File: config.mk
export PLATFORM = sky130hd
export DESIGN_NAME = rf_port_arbiter_flat
export DESIGN_NICKNAME = d
export VERILOG_FILES = /design/src/rtl/rf_port_arbiter_if.sv /design/src/rtl/rf_port_arbiter.sv /design/src/flat_wrapper.sv
export SDC_FILE = /design/constraint.sdc
export NUM_CORES = 1
export LEC_CHECK = 0
export BUFFER_PORTS_ARGS = -buffer_cell sky130_fd_sc_hd__buf_2
export CAP_MARGIN = 10
export CELL_PAD_IN_SITES_DETAIL_PLACEMENT = 0
export CELL_PAD_IN_SITES_GLOBAL_PLACEMENT = 1
export CORE_ASPECT_RATIO = 2
export CORE_MARGIN = 4
export CORE_UTILIZATION = 30
export DETAILED_ROUTE_END_ITERATION = 16
export HOLD_SLACK_MARGIN = 0.02
export PLACE_DENSITY_LB_ADDON = 0.08
export RECOVER_POWER = 50
export SLEW_MARGIN = 20
export SYNTH_ARGS = -nofsm -noshare
export SYNTH_HDL_FRONTEND = slang
export SYNTH_SLANG_ARGS = --single-unit
File: constraint.sdc
create_clock -name clk -period 20.2 [get_ports clk]
set_input_delay 6.06 -clock clk [delete_from_list [all_inputs] [get_ports clk]]
set_output_delay 6.06 -clock clk [all_outputs]
set_load 0.05 [all_outputs]
File: src/rtl/rf_port_arbiter_if.sv
// Signal bundle between the register-file arbiter, its requesters, the 1W/2R memory
// and the two tagged read-response lanes.
interface rf_port_arbiter_if #(
   parameter int NREQ       = 4,
   parameter int DATA_WIDTH = 16,
   parameter int ADDR_WIDTH = 5,
   parameter int IDW        = 3
);
   logic [NREQ-1:0]            req_valid;
   logic [NREQ-1:0]            req_we;
   logic [NREQ*ADDR_WIDTH-1:0] req_addr;
   logic [NREQ*DATA_WIDTH-1:0] req_wdata;
   logic [NREQ-1:0]            req_ready;

   logic                       mem_wen;
   logic [ADDR_WIDTH-1:0]      mem_wad;
   logic [DATA_WIDTH-1:0]      mem_din;
   logic                       mem_ren1;
   logic [ADDR_WIDTH-1:0]      mem_rad1;
   logic                       mem_ren2;
   logic [ADDR_WIDTH-1:0]      mem_rad2;
   logic [DATA_WIDTH-1:0]      mem_dout1;
   logic [DATA_WIDTH-1:0]      mem_dout2;
   logic                       mem_collision;

   logic                       rsp0_valid;
   logic [IDW-1:0]             rsp0_id;
   logic [DATA_WIDTH-1:0]      rsp0_data;
   logic                       rsp1_valid;
   logic [IDW-1:0]             rsp1_id;
   logic [DATA_WIDTH-1:0]      rsp1_data;

   logic [15:0]                defer_cnt;
   logic                       err_collision;

   modport master (
      input  req_valid, req_we, req_addr, req_wdata,
      input  mem_dout1, mem_dout2, mem_collision,
      output req_ready,
      output mem_wen, mem_wad, mem_din, mem_ren1, mem_rad1, mem_ren2, mem_rad2,
      output rsp0_valid, rsp0_id, rsp0_data, rsp1_valid, rsp1_id, rsp1_data,
      output defer_cnt, err_collision
   );

   modport slave (
      output req_valid, req_we, req_addr, req_wdata,
      output mem_dout1, mem_dout2, mem_collision,
      input  req_ready,
      input  mem_wen, mem_wad, mem_din, mem_ren1, mem_rad1, mem_ren2, mem_rad2,
      input  rsp0_valid, rsp0_id, rsp0_data, rsp1_valid, rsp1_id, rsp1_data,
      input  defer_cnt, err_collision
   );
endinterface

File: src/rtl/rf_port_arbiter.sv
// Round-robin arbiter granting one write and two reads per cycle to a 1W/2R register file,
// deferring any read that targets the address being written in the same cycle.
module rf_port_arbiter #(
   parameter int NREQ       = 4,
   parameter int DATA_WIDTH = 16,
   parameter int ADDR_WIDTH = 5,
   parameter int IDW        = 3
) (
   input  logic                clk,
   input  logic                resetn,
   rf_port_arbiter_if.master   bus
);
   localparam int NSLOT = 2 ** IDW;

   logic [NSLOT-1:0]      vld;
   logic [NSLOT-1:0]      wr;
   logic [ADDR_WIDTH-1:0] addr_arr [NSLOT];
   logic [DATA_WIDTH-1:0] data_arr [NSLOT];

   logic [IDW-1:0] rr_ptr;
   logic [IDW-1:0] next_ptr;
   logic           wr_hit, rd1_hit, rd2_hit, defer_hit, first_hit;
   logic [IDW-1:0] wr_idx, rd1_idx, rd2_idx, first_idx;
   logic [NSLOT-1:0] grant_vec;

   logic           rsp0_valid, rsp1_valid;
   logic [IDW-1:0] rsp0_id, rsp1_id;
   logic [15:0]    defer_cnt;
   logic           err_collision;

   // Requester tables are padded to a power of two so an IDW-bit index always fits exactly.
   assign vld = NSLOT'(bus.req_valid);
   assign wr  = NSLOT'(bus.req_we);

   for (genvar i = 0; i < NSLOT; i++) begin : g_unpack
      if (i < NREQ) begin : g_live
         assign addr_arr[i] = bus.req_addr[i*ADDR_WIDTH +: ADDR_WIDTH];
         assign data_arr[i] = bus.req_wdata[i*DATA_WIDTH +: DATA_WIDTH];
      end else begin : g_pad
         assign addr_arr[i] = '0;
         assign data_arr[i] = '0;
      end
   end

   function automatic logic [IDW-1:0] scan_idx(input logic [IDW-1:0] base, input int k);
      logic [IDW:0] s;
      s = {1'b0, base} + (IDW+1)'(k);
      if (s >= (IDW+1)'(NREQ)) s = s - (IDW+1)'(NREQ);
      return s[IDW-1:0];
   endfunction

   // Write slot is picked first so that reads can be filtered against its address.
   always_comb begin : grant_logic
      logic [IDW-1:0] idx;
      idx       = '0;
      wr_hit    = 1'b0;
      wr_idx    = '0;
      rd1_hit   = 1'b0;
      rd1_idx   = '0;
      rd2_hit   = 1'b0;
      rd2_idx   = '0;
      defer_hit = 1'b0;
      first_hit = 1'b0;
      first_idx = '0;
      grant_vec = '0;
      for (int k = 0; k < NREQ; k++) begin
         idx = scan_idx(rr_ptr, k);
         if (!wr_hit && vld[idx] && wr[idx]) begin
            wr_hit = 1'b1;
            wr_idx = idx;
         end
      end
      for (int k = 0; k < NREQ; k++) begin
         idx = scan_idx(rr_ptr, k);
         if (vld[idx] && !wr[idx]) begin
            if (wr_hit && (addr_arr[idx] == addr_arr[wr_idx])) begin
               defer_hit = 1'b1;
            end else if (!rd1_hit) begin
               rd1_hit = 1'b1;
               rd1_idx = idx;
            end else if (!rd2_hit) begin
               rd2_hit = 1'b1;
               rd2_idx = idx;
            end
         end
      end
      if (wr_hit)  grant_vec[wr_idx]  = 1'b1;
      if (rd1_hit) grant_vec[rd1_idx] = 1'b1;
      if (rd2_hit) grant_vec[rd2_idx] = 1'b1;
      for (int k = 0; k < NREQ; k++) begin
         idx = scan_idx(rr_ptr, k);
         if (!first_hit && grant_vec[idx]) begin
            first_hit = 1'b1;
            first_idx = idx;
         end
      end
   end

   assign next_ptr = first_hit ? scan_idx(first_idx, 1) : rr_ptr;

   assign bus.req_ready = grant_vec[NREQ-1:0];
   assign bus.mem_wen   = wr_hit;
   assign bus.mem_wad   = wr_hit  ? addr_arr[wr_idx]  : '0;
   assign bus.mem_din   = wr_hit  ? data_arr[wr_idx]  : '0;
   assign bus.mem_ren1  = rd1_hit;
   assign bus.mem_rad1  = rd1_hit ? addr_arr[rd1_idx] : '0;
   assign bus.mem_ren2  = rd2_hit;
   assign bus.mem_rad2  = rd2_hit ? addr_arr[rd2_idx] : '0;

   // Response tags track the memory's one-cycle read latency; counters are sticky/saturating.
   always_ff @(posedge clk or negedge resetn) begin
      if (!resetn) begin
         rr_ptr        <= '0;
         rsp0_valid    <= 1'b0;
         rsp0_id       <= '0;
         rsp1_valid    <= 1'b0;
         rsp1_id       <= '0;
         defer_cnt     <= '0;
         err_collision <= 1'b0;
      end else begin
         rr_ptr     <= next_ptr;
         rsp0_valid <= rd1_hit;
         rsp0_id    <= rd1_idx;
         rsp1_valid <= rd2_hit;
         rsp1_id    <= rd2_idx;
         if (defer_hit && (defer_cnt != 16'hFFFF)) defer_cnt <= defer_cnt + 16'd1;
         if (bus.mem_collision) err_collision <= 1'b1;
      end
   end

   assign bus.rsp0_valid    = rsp0_valid;
   assign bus.rsp0_id       = rsp0_id;
   assign bus.rsp0_data     = rsp0_valid ? bus.mem_dout1 : '0;
   assign bus.rsp1_valid    = rsp1_valid;
   assign bus.rsp1_id       = rsp1_id;
   assign bus.rsp1_data     = rsp1_valid ? bus.mem_dout2 : '0;
   assign bus.defer_cnt     = defer_cnt;
   assign bus.err_collision = err_collision;
endmodule

File: src/flat_wrapper.sv
// flat-port wrapper written by rule: the top's interface ports become plain ports
module rf_port_arbiter_flat 
#(
   parameter int NREQ       = 4,
   parameter int DATA_WIDTH = 16,
   parameter int ADDR_WIDTH = 5,
   parameter int IDW        = 3
)
  (clk, resetn, bus_req_valid, bus_req_we, bus_req_addr, bus_req_wdata, bus_mem_dout1, bus_mem_dout2, bus_mem_collision, bus_req_ready, bus_mem_wen, bus_mem_wad, bus_mem_din, bus_mem_ren1, bus_mem_rad1, bus_mem_ren2, bus_mem_rad2, bus_rsp0_valid, bus_rsp0_id, bus_rsp0_data, bus_rsp1_valid, bus_rsp1_id, bus_rsp1_data, bus_defer_cnt, bus_err_collision);
  rf_port_arbiter_if #(.NREQ(NREQ), .DATA_WIDTH(DATA_WIDTH), .ADDR_WIDTH(ADDR_WIDTH), .IDW(IDW)) bus_i ();
  input  logic clk;
  input  logic resetn;
  input wire logic [$bits(bus_i.req_valid)-1:0] bus_req_valid;
  input wire logic [$bits(bus_i.req_we)-1:0] bus_req_we;
  input wire logic [$bits(bus_i.req_addr)-1:0] bus_req_addr;
  input wire logic [$bits(bus_i.req_wdata)-1:0] bus_req_wdata;
  input wire logic [$bits(bus_i.mem_dout1)-1:0] bus_mem_dout1;
  input wire logic [$bits(bus_i.mem_dout2)-1:0] bus_mem_dout2;
  input wire logic [$bits(bus_i.mem_collision)-1:0] bus_mem_collision;
  output wire logic [$bits(bus_i.req_ready)-1:0] bus_req_ready;
  output wire logic [$bits(bus_i.mem_wen)-1:0] bus_mem_wen;
  output wire logic [$bits(bus_i.mem_wad)-1:0] bus_mem_wad;
  output wire logic [$bits(bus_i.mem_din)-1:0] bus_mem_din;
  output wire logic [$bits(bus_i.mem_ren1)-1:0] bus_mem_ren1;
  output wire logic [$bits(bus_i.mem_rad1)-1:0] bus_mem_rad1;
  output wire logic [$bits(bus_i.mem_ren2)-1:0] bus_mem_ren2;
  output wire logic [$bits(bus_i.mem_rad2)-1:0] bus_mem_rad2;
  output wire logic [$bits(bus_i.rsp0_valid)-1:0] bus_rsp0_valid;
  output wire logic [$bits(bus_i.rsp0_id)-1:0] bus_rsp0_id;
  output wire logic [$bits(bus_i.rsp0_data)-1:0] bus_rsp0_data;
  output wire logic [$bits(bus_i.rsp1_valid)-1:0] bus_rsp1_valid;
  output wire logic [$bits(bus_i.rsp1_id)-1:0] bus_rsp1_id;
  output wire logic [$bits(bus_i.rsp1_data)-1:0] bus_rsp1_data;
  output wire logic [$bits(bus_i.defer_cnt)-1:0] bus_defer_cnt;
  output wire logic [$bits(bus_i.err_collision)-1:0] bus_err_collision;
  assign bus_i.req_valid = bus_req_valid;
  assign bus_i.req_we = bus_req_we;
  assign bus_i.req_addr = bus_req_addr;
  assign bus_i.req_wdata = bus_req_wdata;
  assign bus_i.mem_dout1 = bus_mem_dout1;
  assign bus_i.mem_dout2 = bus_mem_dout2;
  assign bus_i.mem_collision = bus_mem_collision;
  assign bus_req_ready = bus_i.req_ready;
  assign bus_mem_wen = bus_i.mem_wen;
  assign bus_mem_wad = bus_i.mem_wad;
  assign bus_mem_din = bus_i.mem_din;
  assign bus_mem_ren1 = bus_i.mem_ren1;
  assign bus_mem_rad1 = bus_i.mem_rad1;
  assign bus_mem_ren2 = bus_i.mem_ren2;
  assign bus_mem_rad2 = bus_i.mem_rad2;
  assign bus_rsp0_valid = bus_i.rsp0_valid;
  assign bus_rsp0_id = bus_i.rsp0_id;
  assign bus_rsp0_data = bus_i.rsp0_data;
  assign bus_rsp1_valid = bus_i.rsp1_valid;
  assign bus_rsp1_id = bus_i.rsp1_id;
  assign bus_rsp1_data = bus_i.rsp1_data;
  assign bus_defer_cnt = bus_i.defer_cnt;
  assign bus_err_collision = bus_i.err_collision;
  rf_port_arbiter #(.NREQ(NREQ), .DATA_WIDTH(DATA_WIDTH), .ADDR_WIDTH(ADDR_WIDTH), .IDW(IDW)) u_core (.clk(clk), .resetn(resetn), .bus(bus_i));
endmodule
==> results.toml, run 1 <==
[critical_path]
cp-end-kind = "primary output"
crit_family = "compound AO/OA/AOI/OAI gates"
critPathLaunchType = "input pin"
cp_common_cell = "mux2i_1"
critPathMaxStageDelay_ps = 1100
critPathMaxFanout = 14
crit_chain = "clkbuf_1 -> nand2_1 -> mux4_2 -> nor4_1 -> o21bai_1 -> mux2i_1 -> mux2i_1 -> a21o_1 -> nand3_1 -> o31ai_1 -> o2111ai_1 -> o41ai_2 -> nor2_1 -> inv_1 -> mux2i_1 -> o22ai_1 -> buf_2"
cp.required_ps = 14140
path_class = "input pin to primary output"
cp_num_buf_inv = 3
slowest_stage = "o31ai_1"
arrival_ps = 12460

[timing]
finalWorstSetupSlack_ps = 1680
worst_slew_pin_slew_ps = 1500
finalCritPeriodShare_pct = 91.7
setup_viol = 0
fin_setup_tns_ps = 0
rsz0062_at_grt = "false"
finClkSkew_ps = 2.03
fmax_mhz = 54.0
hold_viol = 0
max-slew-margin-rel_pct = 0.277
fin_crit_ps = 18520
drv_slew = 0

[clock_tree]
cts_tree = "built"
ctsRootBufferMaster = "clkbuf_16"
cts_max_level = 1
cts_setup_buffers = 0
clock-sinks = 28
clock_path_buffers = 2
clk_latency_ps = 260
cts_buffers = 3
cts_hold_buf = 0
ctsResizeCount = 0
clkSlewWorstSetupHoldPaths_ps = 60

[placement]
dpl_worst_slack_ps = 2660
placed_area_sq_um = 6090
io_buffers = 221
dp_hpwl_um = 17300
routabilityCongestion = 1.01

[drt]
postRouteWirelength_um = 21000
dr_total_vias = 5670
dr.pass1.iters = 4
drc = 0
vias_per_cell = 5.69
wire_per_inst_um = 21.0
drtIter0Drc = 164
drtAntennaViolNets = 0

[layout]
diodes = 0
stdcell_area_sq_um = 6130
finish.net_count = 927
utilization_pct = 38.6
syn_to_final_growth_pct = 26.3
final_layout_size_suffix_gt1_share_pct = 34.0

[min_path]
worst_hold_path_type = "register to register"

[synth]
netlist_top_cells_count = "nor2_1 (57), mux2i_1 (55), and2_1 (39), nand2_1 (39), nand3_1 (29)"
synth_area_leader_cell = "dfrtp_1"
ys_seq_elements = 28
syn-mean-instance-area_sq_um = 8.07
synth_ff_type = "dfrtp_1"
synth_edf_count = 0
ys_seq_area_share_pct = 14.4
yosysWarningCount = 0
ys_types = 85
synth_top_area_share_pct = 14.4
syn-cell-area_sq_um = 4850
synth.most_common_cell = "nor2_1"
postSynthCellCount = 601
yosys-top-cells-area = "dfrtp_1 (14%), mux2i_1 (11%), mux4_2 (6.0%)"
ys_async_sr_fraction_pct = 100

[floorplan]
initial_core_util_pct = 30.6
die_y_um = 188
fp.coreArea_sq_um = 15900
rows = 65
ioPinCount = 222
dieArea_sq_um = 18400
die_w_um = 97.9

[grt]
grt_max_degree = 57
grtUsageTotal_pct = 21.7
grt_overflow = 0
grt_antenna_before_repair = 0
grt_pass1_wl_um = 31900
grt_pass1_vias = 5906

[status]
status = "finished, violations left"
violations = "capacitance limit"

[run]
cap_violations = 1
-- kinds of logic after synthesis --
family	synth area share [%]
AND/OR/NAND/NOR	25.6
AO/OA/AOI/OAI	25.5
adder cells (fa/ha/maj)	1.24
other	0.0773
flip-flops	14.4
multiplexers	23.3
XOR/XNOR	4.69
buffers and inverters	5.16
-- cell type report --
cell class                      count  area, sq um
Timing Repair Buffer              229         1130
Sequential cell                    28          702
Clock buffer                        4         78.8
Multi-Input combinational cell    517         3900
Fill cell                        1713         9730
Tap cell                          201          251
Inverter                           17         63.8
-- flip-flops by register name, summed over array words and instances, names as in the netlist --
register,count
u_core.rr_ptr,3
u_core.bus.rsp0_id,3
u_core.bus.err_collision,1
u_core.bus.rsp1_valid,1
u_core.bus.rsp0_valid,1
u_core.bus.defer_cnt,16
u_core.bus.rsp1_id,3
-- metrics by stage --
| stage | std cells | hold WS (ps) |
|---|---|---|
| after floorplan | 602 | 524 |
| after global placement | 992 | 472 |
| after detailed placement | 992 | 468 |
| after CTS | 996 | 485 |
| after global routing | 996 | 499 |
| final | 996 | 480 |
-- layer usage --
metal  vias to the layer above  global-route usage (%)  part of all wire, %
li1                       2674                       -                    -
met1                      2643                    20.1                   32
met2                       300                    44.5                   57
met3                        53                    2.64                  6.4
met4                         0                    10.4                  5.0
met5                         -                       0                    0
-- final timing paths --
kind,from,end,slack [ps],cells past startpoint
max,bus_req_valid[1],bus_mem_rad1[4],1680,17
max in group asynchronous,resetn,u_core.rr_ptr[0],13070,1
max reg2reg,u_core.rr_ptr[1],u_core.rr_ptr[1],11370,22
min reg2reg,u_core.bus.err_collision,u_core.bus.err_collision,480,1
min,u_core.bus.err_collision,u_core.bus.err_collision,480,1
min in group asynchronous,resetn,u_core.bus.defer_cnt[10],6150,1
-- cells in the final DEF (no fill, tap or decap), drive strengths merged, types with 6 or more instances in the layout --
master / instances
nand2: 39
nand3b: 6
clkbuf: 31
nand2b: 11
nor3: 9
mux2i: 56
dfrtp: 28
and3: 9
and2: 39
mux2: 24
o2111ai: 6
buf: 202
o22ai: 16
a21oi: 26
nand3: 31
a31oi: 7
a211oi: 22
mux4: 13
inv: 16
a21o: 6
nor2: 57
o21ai: 22
xnor2: 19
xor2: 7
Power of run 1 is left out: the tool's default activity adds up to more than one toggle a clock period on the data nets, which glitch-free logic cannot reach.
==> inputs of run 2 (changes only) <==
CAP_MARGIN = default   (was 10)
PLACE_DENSITY = 0.75   (was default)
PLACE_DENSITY_LB_ADDON = default   (was 0.08)
==> run 2 against run 1 <==
Compared with the run above: the flow now finishes without violations; clock skew is 0.50 ps higher; utilization hardly changed; worst hold slack worse by 12 ps; sequential cell count stayed put; wire length is 8.5% lower; critical endpoint is now bus_req_ready[0]; largest cell class unchanged.
==> results.toml, run 2 (same netlist as run 1, synthesis figures left out) <==
[drt]
drtIter0Drc = 284
vias_per_cell = 5.62
dr_total_vias = 5596
wire_per_inst_um = 19.3
drc = 0
drtAntennaViolNets = 0
postRouteWirelength_um = 19200
dr.pass1.iters = 5

[timing]
fin_setup_tns_ps = 0
setup_viol = 0
drv_slew = 0
finalCritPeriodShare_pct = 91.3
finClkSkew_ps = 2.54
rsz0062_at_grt = "false"
fmax_mhz = 54.2
worst_slew_pin_slew_ps = 1470
hold_viol = 0
max-slew-margin-rel_pct = 1.69
fin_crit_ps = 18440

[run]
cap_violations = 0

[critical_path]
critPathMaxFanout = 42
arrival_ps = 12380
slowest_stage = "o31ai_1"
rrSetupSlack_ps = 11510
cp.required_ps = 14140
path_class = "input pin to primary output"
cp-end-kind = "primary output"
cp_num_buf_inv = 4
critPathMaxStageDelay_ps = 1080
crit_chain = "clkbuf_1 -> nand2_1 -> mux4_2 -> nor4_1 -> and3_1 -> or2_1 -> buf_4 -> a32o_1 -> xor2_1 -> nand4b_1 -> o31ai_1 -> nor2_1 -> a221oi_1 -> inv_2 -> o221ai_2 -> buf_2"
crit_family = "compound AO/OA/AOI/OAI gates"
path_depth = 16
r2r_cells = 22
critPathLaunchType = "input pin"

[clock_tree]
ctsResizeCount = 0
ctsRootBufferMaster = "clkbuf_16"
cts_hold_buf = 0
cts_max_level = 1
cts_setup_buffers = 0
cts_buffers = 3
clock-sinks = 28
clkSlewWorstSetupHoldPaths_ps = 70
clk_latency_ps = 270
cts_tree = "built"
clock_path_buffers = 2

[layout]
final_layout_size_suffix_gt1_share_pct = 34.0
multiInputGateArea_sq_um = 3880
diodes = 0
fillers = 1733
largest_reg_flops = 16
layout_common_cells = "buf_2 (194), nor2_1 (57), mux2i_1 (55), nand2_1 (39), and2_1 (38)"
syn_to_final_growth_pct = 26.3
ff_latch_area_sq_um = 702
finish.net_count = 926
largest_register = "u_core.bus.defer_cnt"
layout_commonest_cell = "buf_2"

[min_path]
holdPathStages = 1
worst_hold_path_type = "register to register"

[grt]
grt_max_degree = 77
grt_pass1_wl_um = 29700
grt_overflow = 0
grt_pass1_vias = 5707
grtUsageTotal_pct = 19.9
grt_antenna_before_repair = 0

[floorplan]
initial_core_util_pct = 30.6
rows = 65
die_y_um = 188
dieArea_sq_um = 18400
die_w_um = 97.9
fp.coreArea_sq_um = 15900
ioPinCount = 222

[placement]
io_buffers = 221
dp_hpwl_um = 15700
routabilityCongestion = 0.916

[status]
status = "complete, no violations"
run 2: cell count changes in the layout (fill, tap and decap cells not counted):
cell,change
inv_2,+1
and2_0,-1
inv_1,-1
a221oi_1,+1
clkbuf_1,-1
buf_4,-1
a221oi_4,-1
and2_1,+1
bufinv_16,+1
run 2: metrics by stage:
step	hold WS, ps	utilization, %	instance area (sq um)	setup slack [ps]	std cells
2_1_floorplan	524	-	4860	3380	602
3_3_place_gp	455	38.4	6090	2770	991
3_5_place_dp	457	38.4	6090	2770	991
4_1_cts	474	39.0	6190	2760	995
5_1_grt	505	38.7	6130	1160	995
6_report	468	38.7	6130	1760	995
run 2: final timing paths:
path                                          start                        to
min reg2reg                u_core.bus.err_collision  u_core.bus.err_collision
min                        u_core.bus.err_collision  u_core.bus.err_collision
max reg2reg                        u_core.rr_ptr[0]          u_core.rr_ptr[1]
min in group asynchronous                    resetn  u_core.bus.err_collision
max                                bus_req_valid[1]          bus_req_ready[0]
max in group asynchronous                    resetn          u_core.rr_ptr[0]
run 2: worst reg2reg max path: stages (launching register included):
cell      delay, ps
dfrtp_2         340
buf_4           700
inv_1           160
ha_1            470
mux4_2          380
nor4_1          580
and3_1          370
or2_1           130
buf_4           380
a32o_1          530
xor2_1          200
nand4b_1        170
o31ai_1        1080
nor2_1          130
a221oi_1        770
inv_2           370
a211o_1         460
a211o_1         330
nand3_2         120
nand3_1          90
o31ai_1         280
ha_1            270
mux2_4          260
run 2: final cells by class:
cell class,instances,share of cell area [%]
repair buffers,228,18.4
flip-flops and latches,28,11.5
clock inverters,1,0.490
inverters,17,1.04
multi-input cells,517,63.3
well taps,201,4.10
clock buffers,3,1.22
run 2: routing by layer:
metal / global-route usage, % / wire length [um] / part of all wire [%]
met5: 0 / 0 / 0
met4: 14.0 / 1460 / 7.6
met1: 18.6 / 6040 / 31
met2: 38.7 / 10400 / 54
met3: 2.08 / 1320 / 6.9
Power of run 2 is left out for the same reason.
